File: config.mk
export PLATFORM = sky130hd
export DESIGN_NAME = alu_issue_ctrl
export DESIGN_NICKNAME = d
export VERILOG_FILES = /design/src/rtl/alu_pkg.sv /design/src/rtl/alu_issue_decode.sv /design/src/rtl/alu_issue_ctrl.sv
export SDC_FILE = /design/constraint.sdc
export NUM_CORES = 1
export LEC_CHECK = 0
export ABC_AREA = 1
export BUFFER_PORTS_ARGS = -buffer_cell sky130_fd_sc_hd__buf_4
export CORE_MARGIN = 1
export CORE_UTILIZATION = 54
export DETAILED_ROUTE_END_ITERATION = 6
export PLACE_DENSITY_LB_ADDON = 0.08
export SLEW_MARGIN = 20
export SYNTH_ARGS = -nofsm -noshare
export SYNTH_HDL_FRONTEND = slang
export SYNTH_SLANG_ARGS = --single-unit
File: constraint.sdc
create_clock -name clk -period 1.8 [get_ports clk]
set_input_delay 0.18 -clock clk [delete_from_list [all_inputs] [get_ports clk]]
set_output_delay 0.18 -clock clk [all_outputs]
set_load 0.05 [all_outputs]
File: src/rtl/alu_pkg.sv
// Shared ALU definitions: operation codes, MIPS opcode/funct constants and the
// issue-buffer entry layout used by alu_issue_decode and alu_issue_ctrl.
package alu_pkg;

    localparam int ALU_DW = 32;
    localparam int ALU_CW = 4;

    localparam logic [3:0] ALU_AND = 4'b0000;
    localparam logic [3:0] ALU_OR  = 4'b0001;
    localparam logic [3:0] ALU_ADD = 4'b0010;
    localparam logic [3:0] ALU_SUB = 4'b0110;
    localparam logic [3:0] ALU_SLT = 4'b0111;
    localparam logic [3:0] ALU_NOR = 4'b1100;
    localparam logic [3:0] ALU_SLL = 4'b1101;
    localparam logic [3:0] ALU_SRL = 4'b1110;
    localparam logic [3:0] ALU_NOP = 4'b1111;

    localparam logic [5:0] OP_RTYPE = 6'h00;
    localparam logic [5:0] OP_BEQ   = 6'h04;
    localparam logic [5:0] OP_BNE   = 6'h05;
    localparam logic [5:0] OP_ADDIU = 6'h09;
    localparam logic [5:0] OP_SLTIU = 6'h0B;
    localparam logic [5:0] OP_ANDI  = 6'h0C;
    localparam logic [5:0] OP_ORI   = 6'h0D;
    localparam logic [5:0] OP_LUI   = 6'h0F;
    localparam logic [5:0] OP_LW    = 6'h23;
    localparam logic [5:0] OP_SW    = 6'h2B;

    localparam logic [5:0] F_SLL  = 6'h00;
    localparam logic [5:0] F_SRL  = 6'h02;
    localparam logic [5:0] F_SLLV = 6'h04;
    localparam logic [5:0] F_SRLV = 6'h06;
    localparam logic [5:0] F_ADD  = 6'h20;
    localparam logic [5:0] F_ADDU = 6'h21;
    localparam logic [5:0] F_SUB  = 6'h22;
    localparam logic [5:0] F_SUBU = 6'h23;
    localparam logic [5:0] F_AND  = 6'h24;
    localparam logic [5:0] F_OR   = 6'h25;
    localparam logic [5:0] F_NOR  = 6'h27;
    localparam logic [5:0] F_SLTU = 6'h2B;

    typedef struct packed {
        logic [ALU_DW-1:0] data_a;
        logic [ALU_DW-1:0] data_b;
        logic [ALU_DW-1:0] imme;
        logic              alu_src;
        logic [ALU_CW-1:0] alu_control;
        logic [4:0]        shamt;
        logic              illegal;
    } alu_entry_t;

    typedef enum logic [1:0] {
        ST_EMPTY = 2'd0,
        ST_ONE   = 2'd1,
        ST_FULL  = 2'd2
    } buf_state_t;

    // Value an entry register holds out of reset: all zero except the NOP code.
    function automatic alu_entry_t alu_entry_reset();
        alu_entry_t e;
        e             = '0;
        e.alu_control = ALU_NOP;
        return e;
    endfunction

endpackage

File: src/rtl/alu_issue_decode.sv
// Pure combinational MIPS instruction -> ALU issue entry decoder.
// Optional build macro SHIFT_VAR_EN adds sllv/srlv (shift amount from rs_data).
module alu_issue_decode
    import alu_pkg::*;
(
    input  logic [31:0]       instr,
    input  logic [ALU_DW-1:0] rs_data,
    input  logic [ALU_DW-1:0] rt_data,
    output alu_entry_t        entry
);

    logic [5:0]        op;
    logic [5:0]        funct;
    logic [ALU_DW-1:0] imm_sext;
    logic [ALU_DW-1:0] imm_zext;
    logic              unused_reg_fields;

    assign op       = instr[31:26];
    assign funct    = instr[5:0];
    assign imm_sext = {{16{instr[15]}}, instr[15:0]};
    assign imm_zext = {16'h0000, instr[15:0]};
    // Register specifiers were consumed by the regfile read upstream.
    assign unused_reg_fields = ^instr[25:16];

    always_comb begin
        // Default is the illegal encoding; each legal case clears the flag.
        entry             = '0;
        entry.data_a      = rs_data;
        entry.data_b      = rt_data;
        entry.alu_control = ALU_NOP;
        entry.illegal     = 1'b1;
        case (op)
            OP_RTYPE: begin
                entry.illegal = 1'b0;
                case (funct)
                    F_ADD, F_ADDU: entry.alu_control = ALU_ADD;
                    F_SUB, F_SUBU: entry.alu_control = ALU_SUB;
                    F_AND:         entry.alu_control = ALU_AND;
                    F_OR:          entry.alu_control = ALU_OR;
                    F_NOR:         entry.alu_control = ALU_NOR;
                    F_SLTU:        entry.alu_control = ALU_SLT;
                    F_SLL: begin
                        entry.alu_control = ALU_SLL;
                        entry.shamt       = instr[10:6];
                    end
                    F_SRL: begin
                        entry.alu_control = ALU_SRL;
                        entry.shamt       = instr[10:6];
                    end
`ifdef SHIFT_VAR_EN
                    F_SLLV: begin
                        entry.alu_control = ALU_SLL;
                        entry.shamt       = rs_data[4:0];
                    end
                    F_SRLV: begin
                        entry.alu_control = ALU_SRL;
                        entry.shamt       = rs_data[4:0];
                    end
`endif
                    default: entry.illegal = 1'b1;
                endcase
            end
            OP_ADDIU, OP_LW, OP_SW: begin
                entry.illegal     = 1'b0;
                entry.alu_src     = 1'b1;
                entry.imme        = imm_sext;
                entry.alu_control = ALU_ADD;
            end
            OP_SLTIU: begin
                entry.illegal     = 1'b0;
                entry.alu_src     = 1'b1;
                entry.imme        = imm_sext;
                entry.alu_control = ALU_SLT;
            end
            OP_ANDI: begin
                entry.illegal     = 1'b0;
                entry.alu_src     = 1'b1;
                entry.imme        = imm_zext;
                entry.alu_control = ALU_AND;
            end
            OP_ORI: begin
                entry.illegal     = 1'b0;
                entry.alu_src     = 1'b1;
                entry.imme        = imm_zext;
                entry.alu_control = ALU_OR;
            end
            OP_LUI: begin
                entry.illegal     = 1'b0;
                entry.alu_src     = 1'b1;
                entry.imme        = {instr[15:0], 16'h0000};
                entry.data_a      = '0;
                entry.alu_control = ALU_OR;
            end
            OP_BEQ, OP_BNE: begin
                // Compare rs against rt; the offset rides along for the branch unit.
                entry.illegal     = 1'b0;
                entry.imme        = imm_sext;
                entry.alu_control = ALU_SUB;
            end
            default: ;
        endcase
    end

endmodule

File: src/rtl/alu_issue_ctrl.sv
// ALU issue controller: decodes ID-stage operands and hands them to EX through a
// 2-entry valid/ready skid buffer. Build macro SHIFT_VAR_EN enables sllv/srlv decode.
module alu_issue_ctrl
    import alu_pkg::*;
#(
    parameter int DW     = 32,
    parameter int CTRL_W = 4
) (
    input  logic              clk,
    input  logic              rst,
    input  logic              flush,
    input  logic              in_valid,
    output logic              in_ready,
    input  logic [31:0]       instr,
    input  logic [DW-1:0]     rs_data,
    input  logic [DW-1:0]     rt_data,
    output logic              out_valid,
    input  logic              out_ready,
    output logic [DW-1:0]     data_a,
    output logic [DW-1:0]     data_b,
    output logic [DW-1:0]     imme,
    output logic              ALUSrc,
    output logic [CTRL_W-1:0] alu_control,
    output logic [4:0]        shamt,
    output logic              illegal
);

    buf_state_t state_q, state_d;
    alu_entry_t head_q, head_d;
    alu_entry_t skid_q, skid_d;
    alu_entry_t dec_entry;
    logic       acc;
    logic       pop;

    alu_issue_decode u_decode (
        .instr   (instr),
        .rs_data (rs_data),
        .rt_data (rt_data),
        .entry   (dec_entry)
    );

    // Both handshake qualifiers come from state, so out_ready never reaches in_ready.
    assign in_ready  = (state_q != ST_FULL);
    assign out_valid = (state_q != ST_EMPTY);
    assign acc       = in_valid & in_ready;
    assign pop       = out_valid & out_ready;

    always_comb begin
        state_d = state_q;
        head_d  = head_q;
        skid_d  = skid_q;
        case (state_q)
            ST_EMPTY: begin
                if (acc) begin
                    head_d  = dec_entry;
                    state_d = ST_ONE;
                end
            end
            ST_ONE: begin
                if (acc && pop) begin
                    head_d = dec_entry;
                end else if (acc) begin
                    skid_d  = dec_entry;
                    state_d = ST_FULL;
                end else if (pop) begin
                    state_d = ST_EMPTY;
                end
            end
            ST_FULL: begin
                if (pop) begin
                    head_d  = skid_q;
                    state_d = ST_ONE;
                end
            end
            default: state_d = ST_EMPTY;
        endcase
        if (flush) begin
            state_d = ST_EMPTY;
            head_d  = head_q;
            skid_d  = skid_q;
        end
    end

    always_ff @(posedge clk) begin
        if (rst) begin
            state_q <= ST_EMPTY;
            head_q  <= alu_entry_reset();
            skid_q  <= alu_entry_reset();
        end else begin
            state_q <= state_d;
            head_q  <= head_d;
            skid_q  <= skid_d;
        end
    end

    assign data_a      = head_q.data_a;
    assign data_b      = head_q.data_b;
    assign imme        = head_q.imme;
    assign ALUSrc      = head_q.alu_src;
    assign alu_control = head_q.alu_control;
    assign shamt       = head_q.shamt;
    assign illegal     = head_q.illegal;

endmodule

==> Word level (Yosys, flattened, before mapping) <==
Index checks and enable logic that the tools add are counted.
{ "totals": {"register_bits": 216, "output_inout_bits": 109, "word_cells": 85, "input_bits": 101} }
{ "classes": {"eq_ne": 26, "n_reduce_logical": 21, "muxes": 19, "bitwise_logic": 4} }
{ "ops": {"columns": ["cell", "count"], "rows": [
  ["$mux W107", 3],
  ["$pmux W107 S3", 1],
  ["$pmux W32 S3", 1],
  ["$eq A6 B6 Y1 const B", 10],
  ["$mux W32", 1],
  ["$pmux W4 S8", 1],
  ["$eq A6 B4 Y1 const B", 5],
  ["$pmux W4 S6", 1],
  ["$reduce_or A2 Y1", 7],
  ["$eq A6 B3 Y1 const B", 2],
  ["$logic_not A6 Y1", 2],
  ["$mux W2", 5],
  ["$mux W5", 2],
  ["$ne A2 B2 Y1 const B", 5],
  ["$reduce_or A10 Y1", 1],
  ["$reduce_or A9 Y1", 1],
  ["$reduce_and A4 Y1", 2],
  ["$reduce_or A7 Y1", 1],
  ["$eq A6 B2 Y1 const B", 1],
  ["$pmux W2 S3", 1],
  ["$reduce_or A6 Y1", 1],
  ["$reduce_and A5 Y1", 1],
  ["$ne A3 B3 Y1 const B", 1],
  ["$reduce_bool A3 Y1", 1],
  ["other kinds (10)", 13]
]} }

==> Depth between registers and ports, before layout <==
Gate-level depths: netlist of run 1.
{ "logic_depth": {"ltp_word": 6, "depth_mapped": 11, "depth_no_buf": 11} }

==> Cells and area by module <==
From an unflattened synthesis of run 1, not the netlist that was laid out.
{ "unflattened": {"hier_cells": 1778, "hier_area_um2": 11210.8} }
{ "modules_own_cells": {"columns": ["module", "instances", "seq_area_each_um2", "area_per_inst_um2", "cells_each"], "rows": [
  ["alu_issue_ctrl", 1, 4324.1, 9985.8, 1546],
  ["alu_issue_decode", 1, 0.0, 1224.9, 232]
]} }

==> Worst setup path before layout of run 1 <==
OpenSTA, ideal clock, no wires.
{ "synth_path": {"path_type": "flip-flop to flip-flop", "from": "reg state_q[0]", "to": "reg head_q (netlist bit illegal)", "setup_slack_ps": 95, "arrival_ps": 1635, "n_path_buf": 3, "setup_ps": 70, "required_time_ps": 1730, "period_less_slack_ps": 1705, "stages_incl_launch_ff": 8, "path_cell_list": "dfxtp_1 inv_2 nand2_1 buf_4 buf_2 clkbuf_1 nand2_1 a21oi_1"} }
{ "synth_via": {"elab_chain_cells": 5, "elab_cells_between_ends": 14, "classes_between": "6 x eq/ne; 1 x mux; 2 x bitwise; 5 x reduce/logical"} }
{ "synth_rtl": {"columns": ["element", "line", "source"], "rows": [
  ["start: declaration", "alu_issue_ctrl.sv:28", "buf_state_t state_q, state_d;"],
  ["start signal: assignment", "alu_issue_ctrl.sv:90", "state_q <= state_d;"],
  ["$ne A2 B2 Y1 *", "alu_issue_ctrl.sv:43", "assign in_ready = (state_q != ST_FULL);"],
  ["net in_ready", "alu_issue_ctrl.sv:13", "output logic in_ready,"],
  ["$and A1 B1 Y1 *", "alu_issue_ctrl.sv:45", "assign acc = in_valid & in_ready;"],
  ["$logic_and A1 B1 Y1", "alu_issue_ctrl.sv:60", "if (acc && pop) begin"],
  ["$ne A2 B2 Y1 (no source line)", null, null],
  ["$reduce_and A5 Y1 (no source line) *", null, null],
  ["end signal: assignment", "alu_issue_ctrl.sv:87", "head_q <= alu_entry_reset();"],
  ["end: declaration", "alu_issue_ctrl.sv:29", "alu_entry_t head_q, head_d;"]
]} }
Mark *: on every way through the listed nets, which the timed path passes. The rest lies on a longest branch.
A chain may end at the register's enable or synchronous reset.

==> Worst setup path after layout of run 1 <==
{ "layout_path": {"from": "reg state_q[0]", "to": "out in_ready"} }
{ "layout_via": {"elab_chain_cells": 1} }
{ "layout_rtl": {"columns": ["element", "line"], "rows": [
  ["$ne A2 B2 Y1", "alu_issue_ctrl.sv:43"],
  ["end: declaration", "alu_issue_ctrl.sv:13"]
]} }
No other way between the ends.

==> results of run 1 <==
-- flip-flops by register name (all words and copies together), names as in the netlist --
name,flops
skid_q,107
state_q,2
data_a,32
alu_control,4
illegal,1
imme,32
data_b,32
ALUSrc,1
shamt,5
-- repair_timing --
item	in CTS	in global routing
hold buffers	71	0
setup buffers	0	0
endpoints found under the hold margin	78	0
endpoints found under the setup margin	1	17
gates resized for setup	3	5
-- worst max-delay path, stage by stage, from the launching register on --
cell and delay [ns]:
dfxtp_1 0.35, inv_2 0.07, nand2_4 0.11, buf_16 0.28
buf_6 0.21
-- report_power, final --
group | total [mW] | internal [mW] | switching, mW
Combinational | 1.94 | 0.718 | 1.22
Sequential | 5.10 | 4.99 | 0.108
Clock | 4.40 | 2.60 | 1.81
Total | 11.4 | 8.30 | 3.13
-- placed cells by master, fill, tap and decap left out, types with 2 or more instances in the layout --
cell type        n
nor2_2           2
nand3_2          2
o21ai_1         26
nand3_1         31
buf_12          14
clkbuf_16       23
o21ai_2          2
clkbuf_8         6
nand2_1        318
o21ai_0        154
dfxtp_1        215
buf_4          216
clkbuf_1         9
nand4_1          6
inv_1          152
clkinv_2         2
inv_2            4
dlygate4sd3_1   71
a21oi_1        236
nor2_1         157
-- path summary, 6_finish.rpt --
kind / start / to / slack [ns] / cells after the start
worst min register to register: data_b[19] / data_b[19] / 0.44 / 2
worst max-delay path: state_q[0] / in_ready / 0.08 / 4
worst max register to register: state_q[0] / state_q[1] / 0.10 / 5
worst min-delay path: rt_data[20] / skid_q[63] / 0.01 / 3
-- through the flow --
| step | hold slack, ns | utilization, % |
|---|---|---|
| final | 0.0125 | 73.7 |
| after CTS | 0.00472 | 73.6 |
| after global routing | 0.00924 | 73.7 |
| after global placement | 0.393 | 65.4 |
| after detailed placement | 0.409 | 65.4 |
| after floorplan | 0.258 | - |
-- kinds of logic (layout without fill, tap and decap cells) --
logic type | Yosys count | after routing
AO/OA/AOI/OAI | 421 | 421
buffers and inverters | 261 | 499
flip-flops | 216 | 216
AND/OR/NAND/NOR | 521 | 521
-- metal layers --
| metal | GRT usage, % | share of wire (%) | vias to the layer above | wire length (um) |
|---|---|---|---|---|
| li1 | - | - | 4957 | - |
| met1 | 34.4 | 42 | 4403 | 11100 |
| met3 | 3.79 | 5.8 | 74 | 1520 |
| met5 | 0 | 0 | - | 0 |
| met2 | 48.2 | 48 | 339 | 12500 |
| met4 | 11.9 | 4.1 | 0 | 1080 |
-- layout make-up --
| cell class | count | area [sq um] |
|---|---|---|
| fill | 1392 | 4540 |
| timing repair buffer | 303 | 2650 |
| multi-input combinational | 942 | 4210 |
| tap | 225 | 282 |
| clock buffer | 38 | 692 |
| clock inverter | 1 | 5.00 |
| sequential | 216 | 4330 |
| inverter | 157 | 591 |
==> metrics.txt, run 1 <==
status=finished, final reports clean; largest net degree at the start of global routing=68; Clock Path Buffers=3; Yosys warnings=0; initial antenna violation count=0; Total Power=11.4 mW; Req. time, crit path=1.62 ns; fin crit share=95.7%; I/O Buffers=199; post-synthesis instance total=1419; Die H=135 um; Residual DRC=0; I/O pins=210; FMAX=580 MHz; RD Place Congestion=0.824; Final HPWL DP=15600 um; Setup TNS=0 ns; Final setup viols=0; Max Fanout on Critical Path=63; final instance area=12800 sq um; Die ar.=18300 sq um; Synth Cell Area=9570 sq um; Post-DRT Antenna Nets=0; via count=9773; number of synthesized flops with an enable pin=0; WP data arrival=1.54 ns; FP Rows=48; Cell Count, Final, Fillers Out=1882; initial DRC count=580; Synth Area in Simple Gates=21.4%; placed cells=1772; ranking of synthesized cells by area=dfxtp_1, nand2_1, a21oi_1; asr flop ratio synth=0%; layout cells sized above 1=16.8%; CTS tree=yes; syn_area_per_cell=6.74 sq um; clk root buf=clkbuf_16; Yosys cell types=25; area fraction of the dominant cell type after synthesis=45.2%; XOR/XNOR share of the synthesized area=0%; leading area contributor after synthesis=dfxtp_1; DRT Pass-1 Iters=5; # Max-Cap Violations=0; GRT overflow=0; main combinational cell family by area after synthesis=compound AO/OA/AOI/OAI gates; clk_lat worst skew=0.49 ns; post-synthesis register bit count=216; H-tree lvl count=1; static leakage=6.09 nW; relative slew slack=43.5%; Crit Path Category=reg -> out; count leader, synth=nand2_1; clock tree sinks=216; Syn Nets=1520; most common library cells after synthesis=nand2_1, a21oi_1, dfxtp_1, nor2_1; post-layout min period=1.72 ns; clk slew on worst S/H paths=0.06 ns; global-route wire length before repair=41700 um; Adder-Cell Fraction of Synth Area=0%; gr usage total=27.8%; register area share after synthesis=45.2%; min setup slack post-route=0.0768 ns; CORE AREA=17300 sq um; Synth Flop Type=dfxtp_1; Initial Utilization=55.3%; RSZ-0062 raised after global routing=true; worst ir drop on vdd=0.000815 V; ANT cells=0; CP Capture Type=output pin; power per standard cell area=897 nW/um^2; final hold vios=0; Syn-to-layout area delta=33.3%; NumNets Final=1744; vias in the first global route=8746; Synth Area in Compound Gates=22.2%; Final Max Slew Viols=0; Min-Delay Path Class=in -> reg; CP Launch Type=register; WL/cell=13.9 um; multiplexer area fraction after synthesis=0%; Vias/cell=5.19; Layout Skew=0.00548 ns; pre-CTS setup slack=0.0943 ns; TritonCTS buffer count=23; Die X=135 um; Slew @ Worst Pin=0.847 ns; final wirelength=26200 um; DP Area=11300 sq um
Note: power is estimated with default switching activity, not from simulation.
==> run 2: changes to the inputs <==
==> constraint.sdc (replaced) <==
create_clock -name clk -period 1.8 [get_ports clk]
set_input_delay 0.18 -clock clk [delete_from_list [all_inputs] [get_ports clk]]
set_output_delay 0.18 -clock clk [all_outputs]
set_load 0.01 [all_outputs]
==> metrics.txt, run 2 (synthesized netlist as in run 1, its figures left out) <==
status=finished, final reports clean; Min-Delay Path Class=in -> reg; clk root buf=clkbuf_16; Crit Path Category=reg -> out; TritonCTS buffer count=23; GRT overflow=0; ANT cells=0; RD Place Congestion=0.824; CTS tree=yes; largest net degree at the start of global routing=68; Req. time, crit path=1.62 ns; Final Util=74.1%; fin crit share=98.1%; Layout Skew=0.00575 ns; worst hold margin=0.00996 ns; final wirelength=25800 um; initial DRC count=617; Final Max Slew Viols=0; reg2reg end=state_q[1]; Reg2Reg Setup Slack=0.14 ns; initial antenna violation count=0; Hold Crit Start=rt_data[20]; largest register by flop count=skid_q; global-route wire length before repair=41400 um; Final setup viols=0; max reg flops=107; RSZ-0062 raised after global routing=true; CORE AREA=17300 sq um; Max Fanout on Critical Path=63; H-tree lvl count=1; I/O Buffers=199; final hold vios=0; CP Capture Type=output pin; Slew @ Worst Pin=0.829 ns; WL/cell=13.7 um; Syn-to-layout area delta=34.0%; Hold Crit Endpoint=skid_q[63]; gr usage total=27.6%; DP Area=11300 sq um; FMAX=566 MHz; commonest non-fill, non-tap cell in the layout=nand2_1; Final HPWL DP=15600 um; clk_lat worst skew=0.50 ns; Filler cells=1415; Residual DRC=0; # Max-Cap Violations=0; static leakage=6.12 nW; CP Launch Type=register; Die ar.=18300 sq um; clock tree sinks=216; DRT Pass-1 Iters=5; relative slew slack=44.7%; via count=9658; Reg-to-Reg Start=state_q[0]; most frequent cells in the layout=nand2_1, a21oi_1, buf_4; clk slew on worst S/H paths=0.06 ns; worst ir drop on vdd=0.000699 V; NumNets Final=1746; FP Rows=48; power per standard cell area=868 nW/um^2; WP data arrival=1.59 ns; hold depth=3; layout cells sized above 1=17.5%; Die H=135 um; Clock Path Buffers=3; cells on worst reg2reg path=5; vias in the first global route=8547; I/O pins=210; Post-DRT Antenna Nets=0; final instance area=12800 sq um; Initial Utilization=55.3%; Die X=135 um; post-layout min period=1.77 ns; Vias/cell=5.12
-- run 2: layer usage --
metal	vias to the layer above	routed length [um]	global-route usage [%]
met2	308	12600	47.6
met3	39	1510	3.75
li1	4967	-	-
met5	-	0	0
met1	4344	11100	35.6
met4	0	581	8.86
-- run 2: critical path, cell delays in order, from the launching register on --
cell and delay, ns:
dfxtp_1 0.39, inv_2 0.09, nand2_4 0.11, buf_12 0.29
buf_4 0.18
-- run 2: worst max-delay path by stage --
stage               startpoint  depth (start not counted)         end  slack, ns
floorplan           state_q[1]                          8  data_b[27]       0.39
global placement    state_q[1]                         10  skid_q[37]       0.18
detailed placement  state_q[1]                         10  skid_q[34]       0.12
CTS                 state_q[0]                          4    in_ready       0.01
global route        state_q[0]                          4    in_ready      -0.04
finish              state_q[0]                          4    in_ready       0.03
-- run 2: final cells by class --
class                      count  area, sq um  share of cell area [%]
timing repair buffer         305         2680                    20.9
multi-input combinational    942         4210                    32.9
sequential                   216         4330                    33.8
clock inverter                14          100                   0.781
tap                          225          282                    2.20
inverter                     157          596                    4.65
clock buffer                  27          621                    4.84
-- run 2: timing repair --
action                                  in CTS  in global routing
setup buffers                                0                  0
endpoints found under the hold margin       85                  0
gates resized for setup                      2                  9
gates cloned                                 0                  1
hold buffers                                72                  0
endpoints found under the setup margin       1                 18
-- run 2: through the flow --
step | instances | setup WS, ns | TNS (ns) | power [mW]
final | 1886 | 0.0340 | 0 | 11.1
after detailed placement | 1772 | 0.117 | 0 | 6.53
after floorplan | 1419 | 0.393 | 0 | 5.90
after global placement | 1772 | 0.182 | 0 | 6.51
after CTS | 1885 | 0.0120 | 0 | 11.2
after global routing | 1886 | -0.0355 | -0.0986 | 11.6
-- run 2: where the power goes --
part	leakage (nW)	total, mW	switching [mW]	internal [mW]
Clock	0.364	4.55	1.94	2.61
Combinational	4.00	1.48	0.767	0.710
Sequential	1.76	5.09	0.107	4.99
